File: config.mk
export PLATFORM = sky130hd
export DESIGN_NAME = mux4_rr_arbiter
export DESIGN_NICKNAME = d
export VERILOG_FILES = /design/src/rtl/mux4_arb_pkg.sv /design/src/rtl/mux4_rr_arbiter_mux4.sv /design/src/rtl/mux4_rr_arbiter.sv
export SDC_FILE = /design/constraint.sdc
export NUM_CORES = 1
export LEC_CHECK = 0
export BUFFER_PORTS_ARGS = -buffer_cell sky130_fd_sc_hd__buf_2
export CAP_MARGIN = 20
export CORE_MARGIN = 1
export CORE_UTILIZATION = 49
export CTS_CLUSTER_SIZE = 20
export DETAILED_ROUTE_END_ITERATION = 10
export PLACE_DENSITY_LB_ADDON = 0.3
export SLEW_MARGIN = 20
export SYNTH_ARGS = -nofsm -noshare
export SYNTH_HDL_FRONTEND = slang
export SYNTH_SLANG_ARGS = --single-unit
File: constraint.sdc
create_clock -name clk -period 2.46 [get_ports clk]
set_input_delay 0.123 -clock clk [delete_from_list [all_inputs] [get_ports clk]]
set_output_delay 0.123 -clock clk [all_outputs]
set_load 0.02 [all_outputs]
File: src/rtl/mux4_arb_pkg.sv
`default_nettype none
// ============================================================================
// Module   : mux4_arb_pkg
// Brief    : Shared types, sizes and round-robin search helper for the
//            four-requester mux arbiter.
// Revision : 1.0 - initial release
// ============================================================================
package mux4_arb_pkg;

    localparam int N_REQ = 4;
    localparam int IDX_W = 2;
    localparam int CNT_W = 8;

    typedef enum logic [0:0] {
        IDLE  = 1'b0,
        GRANT = 1'b1
    } state_t;

    typedef struct packed {
        logic             found;
        logic [IDX_W-1:0] idx;
    } pick_t;

    // First set request at or after 'start', wrapping modulo N_REQ.
    // The loop runs from the farthest offset down so the nearest one wins.
    function automatic pick_t rr_pick(input logic [N_REQ-1:0] req,
                                      input logic [IDX_W-1:0] start);
        pick_t            p;
        logic [IDX_W-1:0] cand;
        p.found = 1'b0;
        p.idx   = start;
        for (int i = N_REQ - 1; i >= 0; i--) begin
            cand = start + IDX_W'(i);
            if (req[cand]) begin
                p.found = 1'b1;
                p.idx   = cand;
            end
        end
        return p;
    endfunction

endpackage
`default_nettype wire

File: src/rtl/mux4_rr_arbiter_mux4.sv
`default_nettype none
// ============================================================================
// Module   : mux4
// Brief    : Parameterized 4:1 data multiplexer shared by the arbiter.
// Revision : 1.0 - initial release
// ============================================================================
module mux4 #(
    parameter int WIDTH = 4
) (
    input  logic [WIDTH-1:0] a,
    input  logic [WIDTH-1:0] b,
    input  logic [WIDTH-1:0] c,
    input  logic [WIDTH-1:0] d,
    input  logic [1:0]       sel,
    output logic [WIDTH-1:0] y
);

    // Pure select, no gating here; the arbiter owns validity.
    always_comb begin
        y = a;
        case (sel)
            2'd0:    y = a;
            2'd1:    y = b;
            2'd2:    y = c;
            default: y = d;
        endcase
    end

endmodule
`default_nettype wire

File: src/rtl/mux4_rr_arbiter.sv
`default_nettype none
// ============================================================================
// Module   : mux4_rr_arbiter
// Brief    : Round-robin arbiter owning a shared 4:1 mux, presenting the
//            granted requester's word on a valid/ready port with a bounded
//            number of transfers per grant tenure.
// Revision : 1.0 - initial release
// ============================================================================
module mux4_rr_arbiter
    import mux4_arb_pkg::*;
#(
    parameter int WIDTH    = 4,
    parameter int MAX_HOLD = 8
) (
    input  logic             clk,
    input  logic             rst_n,
    input  logic [3:0]       req,
    input  logic [WIDTH-1:0] a,
    input  logic [WIDTH-1:0] b,
    input  logic [WIDTH-1:0] c,
    input  logic [WIDTH-1:0] d,
    input  logic             out_ready,
    output logic             out_valid,
    output logic [WIDTH-1:0] y,
    output logic [3:0]       gnt,
    output logic [1:0]       sel
);

    localparam logic [CNT_W:0] HOLD_LIMIT = (CNT_W + 1)'(MAX_HOLD);

    state_t           state, state_nx;
    logic [1:0]       sel_nx;
    logic [3:0]       gnt_nx;
    logic [1:0]       ptr, ptr_nx;
    logic [CNT_W-1:0] cnt, cnt_nx;

    logic             holder_req;
    logic             xfer;
    logic [CNT_W:0]   cnt_inc;
    logic             end_drop;
    logic             end_hold;
    logic [3:0]       rotate_req;
    pick_t            idle_pick;
    pick_t            rotate_pick;
    logic [WIDTH-1:0] mux_y;

    // Holder validity and tenure-end conditions, all combinational.
    always_comb begin
        holder_req  = req[sel];
        out_valid   = (state == GRANT) && holder_req;
        xfer        = out_valid && out_ready;
        cnt_inc     = {1'b0, cnt} + {{CNT_W{1'b0}}, 1'b1};
        end_drop    = (state == GRANT) && !holder_req;
        end_hold    = xfer && (cnt_inc == HOLD_LIMIT);
        // A dropped holder is masked; a holder ending on its limit may win again.
        rotate_req  = end_drop ? (req & ~gnt) : req;
        idle_pick   = rr_pick(req, ptr);
        rotate_pick = rr_pick(rotate_req, sel + 2'd1);
    end

    // Next-state and next-register logic for the two-state arbiter.
    always_comb begin
        state_nx = state;
        sel_nx   = sel;
        gnt_nx   = gnt;
        ptr_nx   = ptr;
        cnt_nx   = cnt;
        case (state)
            IDLE: begin
                if (idle_pick.found) begin
                    state_nx = GRANT;
                    sel_nx   = idle_pick.idx;
                    gnt_nx   = 4'b0001 << idle_pick.idx;
                    cnt_nx   = '0;
                end
            end
            GRANT: begin
                if (end_drop || end_hold) begin
                    ptr_nx = sel + 2'd1;
                    cnt_nx = '0;
                    if (rotate_pick.found) begin
                        sel_nx = rotate_pick.idx;
                        gnt_nx = 4'b0001 << rotate_pick.idx;
                    end else begin
                        state_nx = IDLE;
                        gnt_nx   = '0;
                    end
                end else if (xfer) begin
                    cnt_nx = cnt_inc[CNT_W-1:0];
                end
            end
            default: begin
                state_nx = IDLE;
                gnt_nx   = '0;
            end
        endcase
    end

    // Control state registers; reset aborts any tenure immediately.
    always_ff @(posedge clk or negedge rst_n) begin
        if (!rst_n) begin
            state <= IDLE;
            sel   <= '0;
            gnt   <= '0;
            ptr   <= '0;
            cnt   <= '0;
        end else begin
            state <= state_nx;
            sel   <= sel_nx;
            gnt   <= gnt_nx;
            ptr   <= ptr_nx;
            cnt   <= cnt_nx;
        end
    end

    mux4 #(
        .WIDTH (WIDTH)
    ) u_mux4 (
        .a   (a),
        .b   (b),
        .c   (c),
        .d   (d),
        .sel (sel),
        .y   (mux_y)
    );

    // Output word is forced to zero whenever nothing valid is presented.
    always_comb begin
        y = out_valid ? mux_y : '0;
    end

endmodule
`default_nettype wire
==> flow_summary.json, run 1 <==
{
  "cts.sinks": 17,
  "avgSynthCellArea_um2": 8.490,
  "grt_pass1_wl_um": 6299,
  "synthDistinctLibCells": 55,
  "critical_path_class": "flop to flop",
  "timing.rr.end": "cnt[3]",
  "layout.nets": 252,
  "nFillCells": 256,
  "use_met3": 0.03401,
  "finalMaxSlewViolations": 0,
  "grt.busiest_layer": "met2",
  "path_max_fanout": 8,
  "place_hpwl_um": 2899,
  "tightest_slew_ns": 0.5699,
  "yosys-top-cells-area": "dfrtp_1, ha_1, nand3_1",
  "grt_overflow": 0,
  "stdcell_count": 253,
  "setup-violations-final": 0,
  "power.leakage_nw": 0.8447,
  "drc": 5,
  "tns_ns": 0,
  "worst-r2r-setup-slack_ns": 0.07,
  "reg2reg_depth": 10,
  "dp.cells": 245,
  "cts_buffers": 3,
  "period_minus_slack_ns": 2.392,
  "hp-class": "input pin to asynchronous set/reset pin",
  "antenna_found_initial": 0,
  "synth_top_area_share": 0.2831,
  "fin_total_pwr_w": 0.002061,
  "wl_per_cell_um": 15.08,
  "timing.rr.start": "cnt[0]",
  "die_area_um2": 3292,
  "cap_violations": 0,
  "ys_warn_count": 0,
  "first_pass_iters": 9,
  "rows": 19,
  "core_area_um2": 2829,
  "die_width_um": 57.38,
  "routed_wl_um": 3815,
  "finClkSkew_ns": 0.004331,
  "cp-end-kind": "flop",
  "n_antenna_cell": 0,
  "cts_tree": "done",
  "multi_input_area_um2": 1016,
  "ys_ff_latch": 17,
  "syn2layout_area_growth_pct": 21.32,
  "fmax_ghz": 0.4181,
  "pre_cts_ws_ns": 0.01960,
  "critical_path_required_ns": 2.66,
  "slew_headroom": 0.6175,
  "synth_common_cells": "dfrtp_1, nand2_1, nand3_1, nor2_1",
  "arrival_ns": 2.60,
  "holdWs_ns": 0.2609,
  "htreeDepth": 1,
  "vdd_drop_max_mv": 0.7620,
  "synth_fp_nets": 206,
  "rsz0062_at_grt": "true",
  "async_reset_ff_frac": 1.000,
  "port_buffers": 33,
  "ys_seq_area_frac": 0.2831,
  "clk_pin_slew_worst_paths_ns": 0.11,
  "synth_cells": 177,
  "vias_per_cell": 6.383,
  "synth_enable_flop_cells": 0,
  "ant_nets": 0,
  "grt_max_degree": 18,
  "synth_ff_type": "dfrtp_1",
  "violations": "DRC",
  "clkLatencyLatePin_ns": 0.30,
  "drt_iter0_drc": 167,
  "outcome": "finished with violations",
  "use_met2": 0.3953,
  "fin_crit_sh": 0.9723,
  "finalWorstSetupSlack_ns": 0.06815,
  "vias": 1615,
  "power.density_nw_per_um2": 1131,
  "hold_violations": 0,
  "synth_most_common_cell": "dfrtp_1",
  "gp_congestion": 0.9636,
  "grt_pass1_vias": 1423,
  "crit_path_start_kind": "flop",
  "clockBufferDepth": 2,
  "met1_usage": 0.3329,
  "grt_util_all_layers": 0.2432,
  "drive_above_1_share": 0.3198,
  "dieHeight_um": 57.38,
  "synth_area_leader_cell": "dfrtp_1",
  "num_io_pins": 34,
  "initial_core_util": 0.5312,
  "syn-cell-area_um2": 1503,
  "regArea_um2": 427.9,
  "clockRootBuffer": "clkbuf_4"
}
## area by class of cell
type                    instances  share of cell area
well taps                      31             0.02128
multi-input cells             144              0.5573
clock buffers                   4             0.01441
flip-flops and latches         17              0.2347
repair buffers                 48              0.1537
inverters                       9             0.01853
## timing repair
item                       CTS  global route
resized for setup            2             2
hold buffers                 1             0
setup buffers                2             1
pin swaps                    1             3
setup endpoints to repair    1             7
hold endpoints to repair    17             0
## cells by family after synthesis
| kind of cell | Yosys count | synth area share |
|---|---|---|
| compound gates | 62 | 0.3114 |
| xor+xnor | 2 | 0.01166 |
| fa+ha+maj | 6 | 0.04996 |
| buf+inv | 16 | 0.05078 |
| flops | 17 | 0.2831 |
| mux | 8 | 0.05995 |
| simple gates | 66 | 0.2331 |
## state kept, by name, indices dropped and copies added, names as in the netlist
| signal | cells |
|---|---|
| sel | 2 |
| cnt | 8 |
| gnt | 4 |
| state | 1 |
| ptr | 2 |
## critical path: stages (launching register included)
cell	delay (ns)
dfrtp_2	0.48
ha_4	0.20
buf_4	0.15
a21oi_1	0.12
o21ai_0	0.09
a221o_1	0.37
nor4_4	0.30
buf_4	0.19
nor2_4	0.05
a21o_1	0.16
a22o_1	0.17
## placed cells by master, fill, tap and decap left out, types with 4 or more instances in the layout
cell	netlist	final
a222oi_1	4	4
nor3_1	4	4
nand2_1	14	14
o21ai_0	10	10
a21oi_1	10	10
buf_2	1	33
mux2_2	4	4
o211ai_1	4	4
inv_1	9	9
ha_1	6	5
buf_4	0	14
dfrtp_1	17	15
nor2_1	12	12
nand3_1	14	14
## through the flow
step                cell area, um2    util
detailed placement            1749  0.6183
CTS                           1803  0.6373
global placement              1749  0.6183
global route                  1823  0.6444
floorplan                     1511       -
finish                        1823  0.6444
## power breakdown
group	switching (W)	total, W	internal, W	leakage, nW
sequential	0.000137	0.000504	0.000367	0.215
combinational	0.000771	0.00140	0.000626	0.615
clock	0.0000970	0.000160	0.0000633	0.0150
## worst max-delay path by stage
stage                   to  depth (start not counted)  slack [ns]   start
finish              cnt[3]                         10        0.07  cnt[0]
global route        cnt[3]                          9       -0.01  cnt[0]
CTS                 cnt[3]                         10       0.002  cnt[0]
detailed placement  cnt[3]                          9        0.02  cnt[0]
global placement    cnt[3]                          9        0.06  cnt[0]
floorplan           gnt[1]                          8       -0.02  cnt[0]
## metal layers
| metal | share of wire | up-vias |
|---|---|---|
| li1 | - | 770 |
| met1 | 0.45 | 745 |
| met2 | 0.44 | 89 |
| met3 | 0.10 | 11 |
| met4 | 0.018 | 0 |
| met5 | 0 | - |
No activity file was read; power rests on OpenSTA's default activity.
==> run 2, diff against run 1 <==
- CORE_UTILIZATION: 49 -> 28
==> run 2 against run 1 <==
  * The flow now finishes without violations
  * Sequential cell count did not move
  * Via count is 2.4% lower
  * Count of clock-buffer cells in the layout shrank 1
  * Register-to-register slack improved by 0.03 ns
  * Total power is 2.6% higher
  * Sequential share of layout area down 0.93 points
  * Sequential power down 4.0%
  * Largest cell class unchanged
==> flow_summary.json, run 2 (synthesis gave the netlist of run 1 again) <==
{
  "ant_nets": 0,
  "dpl_cell_area_um2": 1798,
  "grt_overflow": 0,
  "largestRegisters": "cnt: 8 flops, gnt: 4 flops",
  "syn2layout_area_growth_pct": 26.31,
  "layout_commonest_cell": "buf_2",
  "cts_buffers": 3,
  "internal-power_w": 0.001100,
  "clkLatencyLatePin_ns": 0.26,
  "rsz0062_at_grt": "true",
  "worstSetupStartpoint": "cnt[0]",
  "dieHeight_um": 75.26,
  "regArea_um2": 427.9,
  "finalMaxSlewViolations": 0,
  "seq_power_share": 0.229,
  "power.leakage_nw": 0.8587,
  "power.density_nw_per_um2": 1114,
  "fin_total_pwr_w": 0.002114,
  "crit_path_start_kind": "flop",
  "clockRootBuffer": "clkbuf_8",
  "final_cell_mix": "buf_2, dfrtp_1, buf_4, nand2_1, nand3_1",
  "clockBufferDepth": 2,
  "nFillCells": 545,
  "multi_input_area_um2": 1015,
  "rows": 26,
  "finalWorstSetupSlack_ns": 0.09588,
  "grt_util_all_layers": 0.1478,
  "vdd_drop_max_mv": 0.3166,
  "port_buffers": 33,
  "antenna_found_initial": 0,
  "critical_path_class": "flop to flop",
  "drive_above_1_share": 0.3274,
  "grt_max_degree": 18,
  "cts_tree": "done",
  "num_io_pins": 34,
  "top_register": "cnt",
  "cts.sinks": 17,
  "die_width_um": 75.26,
  "n_antenna_cell": 0,
  "largest_reg_flops": 8,
  "combPwrFrac": 0.665,
  "vias_per_cell": 5.382,
  "finClkSkew_ns": 0.001279,
  "layout.nets": 253,
  "drc": 0,
  "place_hpwl_um": 3023,
  "tightest_slew_ns": 0.5972,
  "path_max_fanout": 7,
  "tns_ns": 0,
  "cap_violations": 0,
  "drt_iter0_drc": 169,
  "core_area_um2": 5140,
  "outcome": "completed",
  "slew_headroom": 0.5992,
  "critical_path_required_ns": 2.61,
  "swShare": 0.4799,
  "pre_cts_ws_ns": -0.005750,
  "finalInstanceArea_um2": 1898,
  "vias": 1577,
  "cp-end-kind": "flop",
  "die_area_um2": 5664,
  "period_minus_slack_ns": 2.364,
  "clkPwrFrac": 0.106,
  "grt_pass1_wl_um": 6389,
  "grt_pass1_vias": 1352,
  "hp-class": "input pin to asynchronous set/reset pin",
  "hold_violations": 0,
  "initial_core_util": 0.2924,
  "setup-violations-final": 0,
  "arrival_ns": 2.52,
  "gp_congestion": 0.8514,
  "post-route-util": 0.3693,
  "htreeDepth": 1,
  "first_pass_iters": 4,
  "routed_wl_um": 4058,
  "fin_crit_sh": 0.9610,
  "timing.rr.start": "cnt[0]",
  "power_switching_w": 0.001015,
  "wl_per_cell_um": 13.85,
  "fmax_ghz": 0.4230,
  "clk_pin_slew_worst_paths_ns": 0.07,
  "reg2reg_depth": 9
}
[run 2: cell type report]
| class | instances | area share |
|---|---|---|
| multi-input combinational | 144 | 0.5346 |
| clock inverter | 1 | 0.002637 |
| timing repair buffer | 49 | 0.1516 |
| inverter | 9 | 0.01780 |
| tap | 70 | 0.04614 |
| clock buffer | 3 | 0.02175 |
| sequential | 17 | 0.2254 |
[run 2: critical path: stages (launching register included)]
cell     delay (ns)
dfrtp_2        0.45
ha_4           0.19
xor2_1         0.14
a311o_1        0.27
a221o_1        0.32
nor4_4         0.30
buf_4          0.19
nor2_4         0.05
a21o_1         0.17
a22o_1         0.17
[run 2: worst paths after layout]
check / to / slack [ns]
max: cnt[3] / 0.1
min: sel[0] / 0.32
max reg2reg: cnt[3] / 0.1
min reg2reg: cnt[7] / 0.55
max in group asynchronous: cnt[0] / 1.83
min in group clk: cnt[6] / 0.34
[run 2: power groups by stage]
stage               registers, W  clock network (W)  logic (W)
CTS                     0.000481           0.000227    0.00140
finish                  0.000484           0.000224    0.00141
detailed placement      0.000482                  0    0.00138
global placement        0.000481                  0    0.00139
floorplan               0.000516                  0   0.000932
global route            0.000498           0.000236    0.00155
[run 2: metal layers]
layer	track usage	vias up	share of wire
met5	0	-	0
met4	0.04733	0	0.0071
met3	0.01071	4	0.045
met2	0.2372	54	0.46
met1	0.2114	743	0.49
li1	-	776	-
[run 2: metrics by stage]
| stage | hold slack (ns) | cells |
|---|---|---|
| finish | 0.3226 | 293 |
| global route | 0.3650 | 293 |
| CTS | 0.3321 | 292 |
| detailed placement | 0.07586 | 284 |
| global placement | 0.07558 | 284 |
| floorplan | -0.1726 | 177 |
[run 2: repair_timing]
item                                    CTS  global route
pin swaps                                 1             3
endpoints found under the hold margin    17             0
hold buffers                              1             0
resized for setup                         2             3
setup buffers                             3             1
endpoints found under the setup margin    1             6
